## src/rtl/deser_pkg.sv

```systemverilog
// Shared types and constants for the comma-aligned deserializer.
package deser_pkg;

   typedef enum logic [1:0] {
      HUNT  = 2'd0,
      CHECK = 2'd1,
      SYNC  = 2'd2
   } state_t;

   localparam logic [7:0] K28_5_LSB8 = 8'hBC;

   // Bits needed to hold a counter that runs 0..max_val.
   function automatic int cnt_w(input int max_val);
      return (max_val < 2) ? 1 : $clog2(max_val + 1);
   endfunction

endpackage

```

## src/rtl/deser_shift_det.sv

```systemverilog
// Serial-to-parallel shifter with comma detection on the word being completed this cycle.
module deser_shift_det
   import deser_pkg::*;
#(
   parameter int               WIDTH = 8,
   parameter logic [WIDTH-1:0] COMMA = WIDTH'(K28_5_LSB8)
) (
   input  logic             clk,
   input  logic             reset,
   input  logic             data,
   input  logic             dk,
   output logic [WIDTH-1:0] cand,
   output logic             comma_hit
);

   // The oldest bit drops out on the same edge the candidate word is formed,
   // so only WIDTH-1 bits ever need to be stored.
   logic [WIDTH-2:0] sr_p0;

   assign cand      = {sr_p0, data};
   assign comma_hit = dk && (cand == COMMA);

   always_ff @(posedge clk) begin
      if (reset) sr_p0 <= '0;
      else       sr_p0 <= cand[WIDTH-2:0];
   end

endmodule

```

## src/rtl/deser_align.sv

```systemverilog
// Comma-aligned deserializer: HUNT/CHECK/SYNC framing FSM with registered word outputs.
// Optional DESER_ERRCNT_EN adds err_cnt, a saturating count of loss-of-lock events.
module deser_align
   import deser_pkg::*;
#(
   parameter int               WIDTH        = 8,
   parameter logic [WIDTH-1:0] COMMA        = WIDTH'(K28_5_LSB8),
   parameter int               LOCK_CNT     = 3,
   parameter int               MISALIGN_MAX = 2
) (
   input  logic             clk,
   input  logic             reset,
   input  logic             data,
   input  logic             DK,
   output logic [WIDTH-1:0] out,
   output logic             out_DK,
   output logic             out_valid,
   output logic             locked,
   output logic             realign
`ifdef DESER_ERRCNT_EN
   ,
   output logic [7:0]       err_cnt
`endif
);

   localparam int BW = cnt_w(WIDTH - 1);
   localparam int HW = cnt_w(LOCK_CNT);
   localparam int MW = cnt_w(MISALIGN_MAX);
   localparam logic [BW-1:0] BIT_LAST  = BW'(WIDTH - 1);
   localparam logic [HW-1:0] LOCK_LAST = HW'(LOCK_CNT - 1);
   localparam logic [HW-1:0] HITS_MAX  = HW'(LOCK_CNT);
   localparam logic [MW-1:0] MISS_LAST = MW'(MISALIGN_MAX - 1);

   state_t           state, state_nx;
   logic [BW-1:0]    bit_cnt, bit_cnt_d;
   logic [HW-1:0]    hits, hits_d;
   logic [MW-1:0]    misses, misses_d;
   logic [WIDTH-1:0] cand;
   logic             comma_hit;
   logic             boundary;
   logic             realign_d;
   logic             emit_d;

   deser_shift_det #(
      .WIDTH (WIDTH),
      .COMMA (COMMA)
   ) u_shift_det (
      .clk       (clk),
      .reset     (reset),
      .data      (data),
      .dk        (DK),
      .cand      (cand),
      .comma_hit (comma_hit)
   );

   assign boundary = (bit_cnt == BIT_LAST);

   always_ff @(posedge clk) begin
      if (reset) state <= HUNT;
      else       state <= state_nx;
   end

   always_comb begin
      state_nx = state;
      case (state)
         HUNT:    if (comma_hit) state_nx = (LOCK_CNT == 1) ? SYNC : CHECK;
         CHECK:   if (comma_hit && boundary && (hits >= LOCK_LAST)) state_nx = SYNC;
         // Lock loss re-anchors on the offending comma, so HUNT is passed straight through.
         SYNC:    if (comma_hit && !boundary && (misses >= MISS_LAST)) state_nx = CHECK;
         default: state_nx = HUNT;
      endcase
   end

   always_comb begin
      realign_d = 1'b0;
      emit_d    = 1'b0;
      bit_cnt_d = boundary ? '0 : bit_cnt + 1'b1;
      hits_d    = hits;
      misses_d  = misses;
      case (state)
         HUNT: begin
            if (comma_hit) begin
               realign_d = 1'b1;
               emit_d    = (LOCK_CNT == 1);
            end
         end
         CHECK: begin
            if (comma_hit) begin
               if (!boundary) begin
                  realign_d = 1'b1;
               end else begin
                  if (hits < HITS_MAX) hits_d = hits + 1'b1;
                  emit_d = (hits >= LOCK_LAST);
               end
            end
         end
         SYNC: begin
            emit_d = boundary;
            if (comma_hit) begin
               if (boundary) begin
                  misses_d = '0;
               end else if (misses >= MISS_LAST) begin
                  misses_d  = '0;
                  realign_d = 1'b1;
               end else begin
                  misses_d = misses + 1'b1;
               end
            end
         end
         default: ;
      endcase
      if (realign_d) begin
         bit_cnt_d = '0;
         hits_d    = HW'(1);
      end
   end

   // Output stage: word and flags registered on the edge of the word's last bit
   always_ff @(posedge clk) begin
      if (reset) begin
         bit_cnt   <= '0;
         hits      <= '0;
         misses    <= '0;
         out       <= '0;
         out_DK    <= 1'b0;
         out_valid <= 1'b0;
         locked    <= 1'b0;
         realign   <= 1'b0;
      end else begin
         bit_cnt   <= bit_cnt_d;
         hits      <= hits_d;
         misses    <= misses_d;
         out_valid <= emit_d;
         locked    <= (state_nx == SYNC);
         realign   <= realign_d;
         if (emit_d) begin
            out    <= cand;
            out_DK <= DK;
         end
      end
   end

`ifdef DESER_ERRCNT_EN
   function automatic logic [7:0] sat_inc8(input logic [7:0] v);
      return (v == 8'hFF) ? v : v + 8'd1;
   endfunction

   always_ff @(posedge clk) begin
      if (reset)                                  err_cnt <= '0;
      else if (state == SYNC && state_nx != SYNC) err_cnt <= sat_inc8(err_cnt);
   end
`endif

endmodule

```

## config.mk

```make
export PLATFORM = sky130hd
export DESIGN_NAME = deser_align
export DESIGN_NICKNAME = d
export VERILOG_FILES = /design/src/rtl/deser_pkg.sv /design/src/rtl/deser_shift_det.sv /design/src/rtl/deser_align.sv
export SDC_FILE = /design/constraint.sdc
export NUM_CORES = 1
export LEC_CHECK = 0
export ABC_AREA = 1
export CAP_MARGIN = 20
export CORE_MARGIN = 2
export CORE_UTILIZATION = 41
export CTS_CLUSTER_DIAMETER = 60
export DETAILED_ROUTE_END_ITERATION = 8
export SLEW_MARGIN = 20
export SYNTH_ARGS = -nofsm -noshare
export SYNTH_HDL_FRONTEND = slang
export SYNTH_HIERARCHICAL = 1
export SYNTH_SLANG_ARGS = --single-unit
```

## constraint.sdc

```tcl
create_clock -name clk -period 1.62 [get_ports clk]
set_input_delay 0.243 -clock clk [delete_from_list [all_inputs] [get_ports clk]]
set_output_delay 0.243 -clock clk [all_outputs]
set_load 0.02 [all_outputs]
```

* After elaboration in Yosys (flattened, before gate mapping)
Cells that the tools add are included.
Word-level totals: bits in read-only memories 0, output and inout bits 12, flip-flop bits (word level) 28, word-level logic and storage cells 59, bits in latches 0, memories 0, RAM bits 0, input bits 4
Operators by class: shift-type cells 0, order comparisons 3, $mul 0, add/subtract/negate cells 3, bitwise operators 0, div/mod/pow operators 0, reductions and logical operators 16, equality and inequality tests 5, multiplexer cells 21
Operators with widths (number):
- $mux W1 | 13
- $mux W2 | 5
- $eq A8 B8 Y1 const B | 1
- $reduce_and A4 Y1 | 2
- $reduce_bool A2 Y1 | 4
- $pmux W2 S3 | 1
- $logic_and A1 B1 Y1 | 5
- $add A2 B1 Y2 const B | 2
- $eq A2 B2 Y1 const B | 2
- $add A3 B1 Y3 const B | 1
- $eq A3 B3 Y1 const B | 1
- $pmux W1 S3 | 1
- $reduce_or A3 Y1 | 1
- $eq A2 B1 Y1 const B | 1
- $ge A2 B1 Y1 const B | 1
- $ge A2 B2 Y1 const B | 1
- $logic_not A2 Y1 | 1
- $lt A2 B2 Y1 const B | 1
- $pmux W1 S2 | 1
- $reduce_and A2 Y1 | 1
- $reduce_or A2 Y1 | 1
- $logic_not A1 Y1 | 1

* Depth between registers and ports, before layout
Gate-level depths: netlist (run 1).
word-level depth 7, mapped depth 10, depth with buffers taken out 9

* By module
The synthesis (run 1) kept the hierarchy.
By module, submodules not included:
- deser_align | area an instance 1084.8 µm², instances 1, cells an instance 146, sequential area each 420.4 µm²
- deser_shift_det | area an instance 235.2 µm², instances 1, cells an instance 30, sequential area each 140.1 µm²

* Worst setup path before layout (run 1)
OpenSTA, ideal clock, no wires.
path kind flip-flop to flip-flop, start reg bit_cnt[0], end reg out[0], data arrival time 1.349 ns, stages on the path, launching flop included 8, path buffers 1, setup time 0.064 ns, clock period less this slack 1.413 ns, slack 0.207 ns, path through dfxtp_1 -> ha_1 -> ha_1 -> nand3_2 -> o21ai_4 -> buf_6 -> a21oi_1 -> nor2_1
On the way: longest elaborated chain between the ends 4
Ends and longest elaborated chain:
- from (decl) | RTL line deser_align.sv:35 | logic [BW-1:0] bit_cnt, bit_cnt_d;
- from (signal assigned) | RTL line deser_align.sv:130 | bit_cnt <= bit_cnt_d;
- $eq A3 B3 Y1 (*) | RTL line deser_align.sv:56 | assign boundary = (bit_cnt == BIT_LAST);
- $mux W1 | RTL line deser_align.sv:89 | if (!boundary) begin
- $mux W1 | RTL line deser_align.sv:88 | if (comma_hit) begin
- $pmux W1 S2 (*) | RTL line deser_align.sv:80 | case (state)
- to (signal assigned) | RTL line deser_align.sv:137 | out <= cand;
- to (decl) | RTL line deser_align.sv:15 | output logic [WIDTH-1:0] out,
Every way passes the cells marked *; elsewhere a longest branch is shown, timed or not. A chain may end at the register's enable or synchronous reset.

* Final worst setup path (run 1)
start reg out[7], end out out[7]
No word-level cell between the ends.

==> results of run 1 <==
-- metrics by stage --
step / instance area [um2] / setup slack [ps] / setup TNS, ps / power (W) / util
floorplan: 1320 / 207 / 0 / 0.000749 / -
global placement: 1530 / -142 / -1140 / 0.000770 / 0.502
detailed placement: 1530 / -196 / -1590 / 0.000771 / 0.502
CTS: 1560 / 28.1 / 0 / 0.00105 / 0.510
global route: 1580 / 4.95 / 0 / 0.00110 / 0.517
finish: 1580 / 70.9 / 0 / 0.00105 / 0.517
-- placed cells by master, fill, tap and decap left out, drive strengths merged --
master         instances
inv                   32
nor2                  31
dfxtp                 28
nand2                 27
nand3                 18
clkdlybuf4s50         15
a21oi                 11
ha                    11
buf                    6
o21ai                  4
clkbuf                 3
nand4                  2
clkinv                 1
nand3b                 1
o21bai                 1
a31oi                  1
a211oi                 1
and2                   1
-- registers in the layout, summed over array words and instances, names as in the netlist --
register and count:
misses 2, out_DK 1, out 8, locked 1
hits 2, realign 1, u_shift_det/sr_p0 7, bit_cnt 3
out_valid 1, state 2
-- cell type report --
cell class | instances | area (um2)
Timing Repair Buffer | 21 | 208
Clock buffer | 3 | 22.5
Inverter | 33 | 124
Multi-Input combinational cell | 109 | 607
Tap cell | 44 | 55.1
Sequential cell | 28 | 562
Fill cell | 317 | 1480
-- cell usage after synthesis --
master,instances,share of area
a21oi_1,11,0.042
nand3b_1,1,0.0057
and2_1,1,0.0047
nand3_2,1,0.0076
a211oi_1,1,0.0057
clkbuf_1,1,0.0028
buf_1,1,0.0028
ha_1,11,0.10
buf_6,3,0.026
o21ai_0,3,0.011
nor2_2,1,0.0047
nand4_1,2,0.0095
o21bai_1,1,0.0057
buf_4,1,0.0057
inv_1,32,0.091
nor2_1,30,0.085
o21ai_4,1,0.012
nand2_1,27,0.077
nand3_1,17,0.064
dfxtp_1,28,0.42
clkinv_1,1,0.0028
a31oi_1,1,0.0047
-- final timing paths --
kind,endpoint,cells past startpoint
setup / recovery,out[7],1
hold / removal,bit_cnt[0],1
setup reg to reg,state[0],9
hold reg to reg,bit_cnt[0],1
-- logic make-up (layout without fill, tap and decap cells) --
family / Yosys count / count (layout)
AO/OA/AOI/OAI: 18 / 18
adder cells (fa/ha/maj): 11 / 11
buffers and inverters: 39 / 57
flip-flops: 28 / 28
AND/OR/NAND/NOR: 80 / 80
-- per-layer routing --
layer | track usage | vias up | share of wire
met3 | 0.0256 | 4 | 0.023
li1 | - | 578 | -
met4 | 0.0652 | 0 | 0.011
met1 | 0.221 | 497 | 0.52
met2 | 0.250 | 13 | 0.44
met5 | 0 | - | 0
-- power by group --
group | internal (W) | total, W | switching, W
Sequential | 0.000699 | 0.000706 | 0.00000715
Clock | 0.0000872 | 0.000285 | 0.000198
Combinational | 0.0000250 | 0.0000540 | 0.0000290
Total | 0.000811 | 0.00105 | 0.000234
-- repair_timing --
| item | CTS | global route |
|---|---|---|
| gates resized for setup | 0 | 7 |
| hold buffers | 0 | 0 |
| setup endpoints to repair | 0 | 14 |
==> results.cfg, run 1 <==
[logic_synthesis]
synth_xor_area_frac = 0
synth_cell_types = 22
synth_mux_area_frac = 0
synth.yosys.seq_area_share = 0.425
synth_top_family_by_area = simple AND/OR/NAND/NOR gates
synthSimpleGateAreaFrac = 0.259
synthAdderAreaFrac = 0.104
syn_nets = 191
synthCells = 176
netlist_area_um2 = 1320
yosysWarnings = 6
synth_compound_area_frac = 0.0815
ys_ff_latch = 28
synth_area_per_cell_um2 = 7.50

[cells_and_area]
layout.nets = 211
antenna_cells = 0
layoutNonFillerInstCount = 238
drive_above_1_share = 0.0876
synthToLayoutAreaGrowth_pct = 19.5

[timing]
rsz0062_at_grt = no
max_freq_ghz = 0.646
holdWs_ps = 435
skew_ps = 5.40
hold_viol_final = 0
post-route-period-util = 0.956
fin_crit_ps = 1550
tightest_slew_ps = 314
setup_viol_count_final = 0
slew_violations = 0
max_slew_margin = 0.790

[clock_network]
cts_tree = built
cts_buffer_depth = 2
cts-root-buf = clkbuf_4
clk_pin_slew_ps = 150
postCtsSetupBuffers = 0
clkSinkCount = 28
htreeDepth = 1
clk_latency_ps = 320
cts_buffers = 3

[critical_path]
max_stage_delay_ps = 610
cp_slowest_cell = clkdlybuf4s50_1
worstPathRequired_ps = 1380
rrSetupSlack_ps = 150
crit_start = out[7]
crit_fanout = 2
cp.arrival_ps = 1310
crit_family = buffers and inverters
endpoint_kind = output port
path_cells = clkdlybuf4s50_1
regToRegStartpoint = u_shift_det/sr_p0[4]
start_kind = flip-flop
critPathBufInv = 1
crit_type = reg -> out

[detailed_routing]
viasPerCell = 4.59
drt_iter0_drc = 39
wire_per_inst_um = 10.7
ant_nets = 0
first_pass_iters = 5
totalWireLength_um = 2550
route.vias.total = 1092
drc = 0

[placement]
place_inst = 235
io_buffer_count = 15
post-dp-hpwl_um = 1890
gp_congestion = 0.797

[job]
cap_violations = 0

[floorplanning]
io_pins = 16
die_y_um = 60.7
core-area_um2 = 3050
start_util = 0.432
num_rows = 20
die_w_um = 60.7
dieArea_um2 = 3690

[grt]
grt.total_usage = 0.160
grt.overflow.total = 0
antenna_found_initial = 0
grt_pass1_vias = 964
grt_pass1_wl_um = 4420
grt_max_degree = 20

[worst_hold_path]
hold_path_class = reg -> reg
worstHoldStart = bit_cnt[0]

[pwr]
p_leak_nw = 0.651
peakVddDrop_v = 0.000388
p_per_area_nw_per_um2 = 663

[outcome]
status = complete, no violations
Power figures use the tool's default switching activity.
==> run 2, diff against run 1 <==
--- a/config.mk
+++ b/config.mk
@@ -11,6 +11,7 @@
 export CORE_UTILIZATION = 41
 export CTS_CLUSTER_DIAMETER = 60
 export DETAILED_ROUTE_END_ITERATION = 8
+export REMOVE_ABC_BUFFERS = 1
 export SLEW_MARGIN = 20
 export SYNTH_ARGS = -nofsm -noshare
 export SYNTH_HDL_FRONTEND = slang
==> run 2 against run 1 <==
Against the previous run: combinational power decreased by 11%; sequential share of layout area decreased by 0.11 points; die area unchanged; count of clock-buffer cells in the layout unchanged; cell count unchanged; critical path type unchanged.
==> results.cfg, run 2 (synthesized netlist as in run 1, its figures left out) <==
[clock_network]
cts_tree = built
cts_buffer_depth = 2
clkSinkCount = 28
clk_pin_slew_ps = 150
cts_buffers = 3
clk_latency_ps = 320
htreeDepth = 1
cts-root-buf = clkbuf_4
postCtsSetupBuffers = 0

[cells_and_area]
final_cell_mix = inv_1 (32), nor2_1 (30), nand2_1 (27), dfxtp_1 (27), nand3_1 (17)
final_common_cell = inv_1
largest_register_ffs = 8
seq_area_um2 = 562
layout.nets = 210
antenna_cells = 0
drive_above_1_share = 0.0722
num-fill-cells = 307
synthToLayoutAreaGrowth_pct = 19.9
top_register = out
layoutNonFillerInstCount = 238
fin_area_um2 = 1580
multiInputGateArea_um2 = 589
top_regs = out x8, u_shift_det/sr_p0 x7, bit_cnt x3

[detailed_routing]
ant_nets = 0
wire_per_inst_um = 9.81
drc = 0
wl_met2_um = 1070
route.vias.total = 1044
totalWireLength_um = 2330
first_pass_iters = 4
dr_wl_met3_um = 53
viasPerCell = 4.39
routedLengthMet1_um = 1190
drt_iter0_drc = 31
topRoutingLayerUsed = met4

[job]
cap_violations = 0

[grt]
grt_pass1_wl_um = 4000
grt_pass1_vias = 932
antenna_found_initial = 0
grt.overflow.total = 0
grt.total_usage = 0.143
grt_max_degree = 20

[critical_path]
rrSetupSlack_ps = 130
crit_family = buffers and inverters
endpoint_kind = output port
cp.arrival_ps = 1310
ff2ff_path_depth = 8
crit_type = reg -> out
crit_fanout = 2
start_kind = flip-flop
worstPathRequired_ps = 1380
r2r-end = out[5]
max_stage_delay_ps = 610
regToRegStartpoint = bit_cnt[0]
cp_slowest_cell = clkdlybuf4s50_1
critPathBufInv = 1
path_cells = clkdlybuf4s50_1

[pwr]
p_per_area_nw_per_um2 = 765
internal_power_w = 0.000971
power_frac_seq = 0.583
power.share.clock = 0.377
p_sw_frac = 0.198
peakVddDrop_v = 0.000348
switchingPower_w = 0.000240
p_comb_frac = 0.040
p_leak_nw = 0.663
fin_total_pwr_w = 0.00121

[floorplanning]
die_w_um = 60.7
core-area_um2 = 3050
start_util = 0.432
io_pins = 16
dieArea_um2 = 3690
num_rows = 20
die_y_um = 60.7

[timing]
fin_tns_setup_ps = 0
post-route-period-util = 0.959
tightest_slew_ps = 338
slew_violations = 0
skew_ps = 4.79
hold_viol_final = 0
max_freq_ghz = 0.644
fin_crit_ps = 1550
max_slew_margin = 0.774
setup_viol_count_final = 0
setup_ws_ps = 66.8
rsz0062_at_grt = no

[placement]
dp_slack_ps = -145
place_inst = 234
placed_cell_area_um2 = 1530
io_buffer_count = 15
post-dp-hpwl_um = 1740
gp_congestion = 0.784

[worst_hold_path]
hold_depth = 1
worstHoldStart = bit_cnt[0]
hold_path_end = bit_cnt[0]
hold_path_class = reg -> reg

[outcome]
status = complete, no violations
[run 2: changes by cell type in the layout (fill, tap and decap cells not counted), sizes merged]
| cell | previous run | this run |
|---|---|---|
| buf | 6 | 5 |
| bufinv | 0 | 1 |
[run 2: final cells by class]
type,count,area share
multi-input cells,109,0.372
flip-flops and latches,28,0.355
repair buffers,20,0.126
inverters,33,0.0783
well taps,44,0.0348
clock inverters,1,0.0190
clock buffers,3,0.0142
[run 2: worst max-delay path by stage]
stage	start	end	slack, ps	cells after the start
after floorplan	u_shift_det/sr_p0[4]	out[0]	-30	9
after global placement	data	state[0]	-110	9
after detailed placement	data	state[0]	-150	9
after CTS	out[3]	out[3]	50	1
after global routing	bit_cnt[0]	out[2]	5	8
final	out[2]	out[2]	70	1
[run 2: power groups by stage]
stage / combinational [W] / clock (W) / sequential (W)
after floorplan: 0.0000259 / 0 / 0.000719
after global placement: 0.0000476 / 0 / 0.000720
after detailed placement: 0.0000489 / 0 / 0.000721
after CTS: 0.0000492 / 0.000472 / 0.000706
after global routing: 0.0000589 / 0.000501 / 0.000707
final: 0.0000481 / 0.000456 / 0.000706
[run 2: repair_timing]
action | in CTS | in global routing
hold buffers | 0 | 0
endpoints found under the setup margin | 0 | 12
gates resized for setup | 0 | 2
[run 2: per-layer routing]
metal / global-route usage / vias up
li1: - / 576
met1: 0.207 / 458
met2: 0.215 / 8
met3: 0.0256 / 2
met4: 0.0466 / 0
met5: 0 / -
[run 2: through the flow]
stage	hold slack, ps	utilization
CTS	442	0.517
finish	438	0.518
global placement	406	0.500
floorplan	312	-
detailed placement	421	0.500
global route	464	0.518
==> run 3, diff against run 2 <==
--- a/config.mk
+++ b/config.mk
@@ -12,7 +12,7 @@
 export CTS_CLUSTER_DIAMETER = 60
 export DETAILED_ROUTE_END_ITERATION = 8
 export REMOVE_ABC_BUFFERS = 1
-export SLEW_MARGIN = 20
+export SLEW_MARGIN = 15
 export SYNTH_ARGS = -nofsm -noshare
 export SYNTH_HDL_FRONTEND = slang
 export SYNTH_HIERARCHICAL = 1
==> results of run 3 <==
Same layout as run 2: the final DEF is identical, and so are final timing and power.
==> RTL change 1 (config.mk and constraints of run 2) <==
Build with the macro `DESER_ERRCNT_EN` defined.
--- a/src/rtl/deser_align.sv
+++ b/src/rtl/deser_align.sv
@@ -1,5 +1,7 @@
 // Comma-aligned deserializer: HUNT/CHECK/SYNC framing FSM with registered word outputs.
 // Optional DESER_ERRCNT_EN adds err_cnt, a saturating count of loss-of-lock events.
+`define DESER_ERRCNT_EN
+
 module deser_align
    import deser_pkg::*;
 #(
Behaviour (old outputs only; new: err_cnt): unchanged (Yosys induction, for registers that start in step).
==> RTL change 1 against run 2 <==
  * Area after synthesis is 35% higher
  * Worst setup slack worse by 0.080 ns
  * Sequential share of layout area is 7.2 points lower
  * Routed wire length is 68% higher
  * Global-route usage is 2.8 points higher
  * Non-clock buffer count is 36 higher
  * Count of clock-buffer cells in the layout is 4 higher
  * Power is 32% higher
  * Sequential cell count is 8 higher
  * Via count is 57% higher
  * Combinational power is 40% higher
  * Register-to-register slack worse by 0.14 ns
  * Clock skew is 0.0027 ns lower
  * Design area is 62% higher
  * The flow now finishes with violations (negative setup slack)
==> RTL change 1: results <==
group,metric,value,unit
outcome,status,"finished, violations left",
outcome,violations,"negative setup slack",
setup_path,cp.arrival,1.86,ns
clock_network,cts_root_buf,"clkbuf_8",
setup_path,worst_path_largest_cell_delay,0.33,ns
finish,nonClkBufAreaFrac,0.199,
yosys,synthXorXnorAreaFrac,0.00982,
clock_network,h-tree-depth,2,
finish,final_cell_count_no_fill,350,
detailed_routing,vias_per_cell,4.69,
hold_path,hold_path_class,"input port to flop",
yosys,synth_fa_ha_area_frac,0.0842,
setup_path,cp_max_fo,7,
detailed_routing,totalWireLength,3930,µm
finish,n_all_buffers,56,
yosys,synth_compound_area_frac,0.0653,
setup_path,slowest_stage,"dfxtp_2",
global_route,grt_pass1_vias,1554,
clock_network,clk_latency,0.28,ns
finish,reg_top3,"err_cnt (8), out (8), u_shift_det/sr_p0 (7)",
detailed_routing,drtIter0Drc,57,
placement,gp_congestion,0.871,
setup_path,cpLargestDelayFamily,"simple AND/OR/NAND/NOR gates",
finish,multi_input_gates,152,
finish,drive_gt1_frac,0.297,
yosys,synth_commonest_cells,"47 x nor2_1, 40 x inv_1, 36 x dfxtp_1",
global_route,grt_usage,0.171,
yosys,syn_inst,242,
sta,setup_slack,-0.0134,ns
yosys,synth_seq_area_share,0.404,
clock_network,cts_buffers,5,
finish,inverters,48,
sta,setup-violations-final,3,
sta,tns,-0.0214,ns
global_route,grt_pass1_wl,6740,µm
placement,hpwl,2650,µm
power_and_ir_drop,ir_worst_vdd,453,µV
yosys,synth_area_leaders,"dfxtp_1 40%, nor2_1 9.9%, ha_1 8.4%, inv_1 8.4%, nand2_1 6.3%",
RTL change 1: repair_timing:
action,in CTS,in global routing
setup buffers,0,2
gates resized for setup,32,32
setup endpoints to repair,24,31
cloned,1,1
hold buffers,0,0
pin swaps,8,10
RTL change 1: report_power, final:
part | leakage, nW | switching (mW) | internal, mW
Combinational | 0.858 | 0.0366 | 0.0309
Sequential | 0.293 | 0.00831 | 0.896
Clock | 0.0424 | 0.314 | 0.307
RTL change 1: worst paths after layout:
| path | start | end | slack (ns) | cells past startpoint |
|---|---|---|---|---|
| setup reg to reg | u_shift_det/sr_p0[6]$_SDFF_PP0_ | err_cnt[6]$_SDFFE_PP0P_ | -0.01 | 14 |
| setup / recovery | u_shift_det/sr_p0[6]$_SDFF_PP0_ | err_cnt[6]$_SDFFE_PP0P_ | -0.01 | 14 |
| hold / removal | DK | out_DK$_SDFFE_PP0P_ | 0.28 | 3 |
| hold reg to reg | bit_cnt[0]$_SDFF_PP0_ | bit_cnt[0]$_SDFF_PP0_ | 0.44 | 1 |
RTL change 1: per-layer routing:
layer / wire (µm) / up-vias / track usage
met3: 132 / 5 / 0.0462
met2: 1930 / 27 / 0.295
met5: 0 / - / 0
li1: - / 861 / -
met4: 57 / 0 / 0.0641
met1: 1810 / 748 / 0.201
RTL change 1: metrics by stage:
| stage | hold slack (ns) | instance area, µm² |
|---|---|---|
| 6_report | 0.275 | 2560 |
| 5_1_grt | 0.313 | 2560 |
| 4_1_cts | 0.331 | 2460 |
| 3_5_place_dp | 0.422 | 2250 |
| 3_3_place_gp | 0.416 | 2250 |
| 2_1_floorplan | 0.312 | 1730 |
RTL change 1: worst reg2reg max path, delay by kind of cell (launching register included):
family                 cells  cell delay, ns
AND/OR/NAND/NOR           10            0.89
buffers and inverters      4            0.36
flip-flops                 1            0.33
==> RTL change 2 (config.mk and constraints of run 2) <==
Made on the original files. The 3 states of `state_t` get a one-hot encoding in 3 bits.
--- a/src/rtl/deser_pkg.sv
+++ b/src/rtl/deser_pkg.sv
@@ -1,10 +1,10 @@
 // Shared types and constants for the comma-aligned deserializer.
 package deser_pkg;
 
-   typedef enum logic [1:0] {
-      HUNT  = 2'd0,
-      CHECK = 2'd1,
-      SYNC  = 2'd2
+   typedef enum logic [2:0] {
+      HUNT  = 3'b001,
+      CHECK = 3'b010,
+      SYNC  = 3'b100
    } state_t;
 
    localparam logic [7:0] K28_5_LSB8 = 8'hBC;
Check against the original RTL: same outputs for any inputs over 10 cycles, from zero or initial values and one cycle with reset high; not proved beyond that.
==> RTL change 2 against run 2 <==
  * Clock power is 6.8% lower
  * Register-to-register slack worse by 0.02 ns
  * Routed wire length shrank 2.7%
  * Sequential cell count rose by 1
  * Power down 1.3%
  * Design area fell by 1.3%
  * First-iteration DRC count is 9.7% lower
  * Area after synthesis down 4.1%
  * Worst setup slack gained 0.010 ns
  * Utilization is 0.20 points higher
  * Critical path type unchanged
  * Critical endpoint is now out[7]
  * Highest routed layer unchanged
==> RTL change 2: results <==
group,metric,value,unit
detailed_routing,vias_per_cell,4.74,
placement,place_inst,206,
power_and_ir_drop,power_frac_seq,0.609,
yosys,synth_seq_area_share,0.458,
yosys,synth_fa_ha_area_frac,0.0692,
yosys,synth_area_leaders,"dfxtp_1 46%, nand3_1 7.1%, inv_1 7.1%, nand2_1 7.1%, ha_1 6.9%",
setup_path,worstSetupStartpoint,"out[7]$_SDFFE_PP0P_",
finish,finalNetCount,193,
setup_path,cp.arrival,1.30,ns
placement,place_worst_setup_slack,-0.319,ns
clock_network,h-tree-depth,2,
placement,hpwl,1710,µm
finish,drive_gt1_frac,0.170,
detailed_routing,wl_met1,1040,µm
finish,fillers,297,
sta,fin_crit_sh,0.953,
clock_network,cts_buffers,5,
outcome,status,"completed",
yosys,synth-edff-count,0,
yosys,yosysUniqueCellTypes,21,
sta,worstMarginPinSlew,0.323,ns
yosys,synth_commonest_cells,"29 x dfxtp_1, 24 x inv_1, 24 x nand2_1",
finish,largest_reg_flops,8,
detailed_routing,num_vias,1020,
hold_path,hold_path_end,"bit_cnt[0]$_SDFF_PP0_",
finish,n_antenna_cell,0,
global_route,grt_usage,0.153,
detailed_routing,drt_first_pass_iters,5,
setup_path,cp_max_fo,2,
sta,holdWs,0.422,ns
global_route,gr-usage-met2,0.223,
setup_path,reg2reg_slack,0.11,ns
detailed_routing,route.met2.wl,1090,µm
clock_network,cts_resized,2,
global_route,met3_usage,0.0742,
power_and_ir_drop,comb_cell_power,0.0419,mW
power_and_ir_drop,p_leak,0.668,nW
setup_path,endpoint,"out[7]",
finish,reg_top3,"out (8), u_shift_det/sr_p0 (7)",
hold_path,hold_path_class,"flop to flop",
detailed_routing,drtIter0Drc,28,
power_and_ir_drop,ir_worst_vdd,591,µV
global_route,antenna_found_initial,0,
global_route,grt_start_max_net_pins,20,
clock_network,clk_pin_slew,0.07,ns
detailed_routing,totalWireLength,2270,µm
yosys,syn_avg_cell_area,8.12,µm²
yosys,yosysWarnings,6,
setup_path,r2r_start,"bit_cnt[0]$_SDFF_PP0_",
power_and_ir_drop,p_int,0.946,mW
power_and_ir_drop,swShare,0.209,
detailed_routing,wl_met3,121,µm
global_route,grt_pass1_wl,3890,µm
placement,gp_congestion,0.871,
placement,place_area,0.00146,mm²
sta,clock_skew,0.00793,ns
global_route,grt_pass1_vias,935,
global_route,use_met1,0.190,
hold_path,worstHoldStart,"bit_cnt[0]$_SDFF_PP0_",
yosys,synth_compound_area_frac,0.0711,
## RTL change 2: cell types whose count changed in the layout (fill, tap and decap cells not counted), sizes merged, moves of 2 or more
| cell | before | now |
|---|---|---|
| a21oi | 11 | 14 |
| buf | 5 | 7 |
| clkbuf | 3 | 7 |
| ha | 11 | 7 |
| inv | 32 | 25 |
| nand2 | 27 | 29 |
| nand3 | 18 | 21 |
| nor2 | 31 | 19 |
| nor3 | 0 | 2 |
## RTL change 2: cell type report
cell class	count	area [µm²]	area share
clock buffers	7	55.1	0.0352
repair buffers	22	203	0.130
multi-input cells	99	589	0.377
inverters	25	93.8	0.0600
flip-flops and latches	29	581	0.371
well taps	33	41.3	0.0264
## RTL change 2: cells by family after synthesis
kind of cell,Yosys count
AND/OR/NAND/NOR,73
buffers and inverters,29
flip-flops,29
AO/OA/AOI/OAI,18
adder cells (fa/ha/maj),7
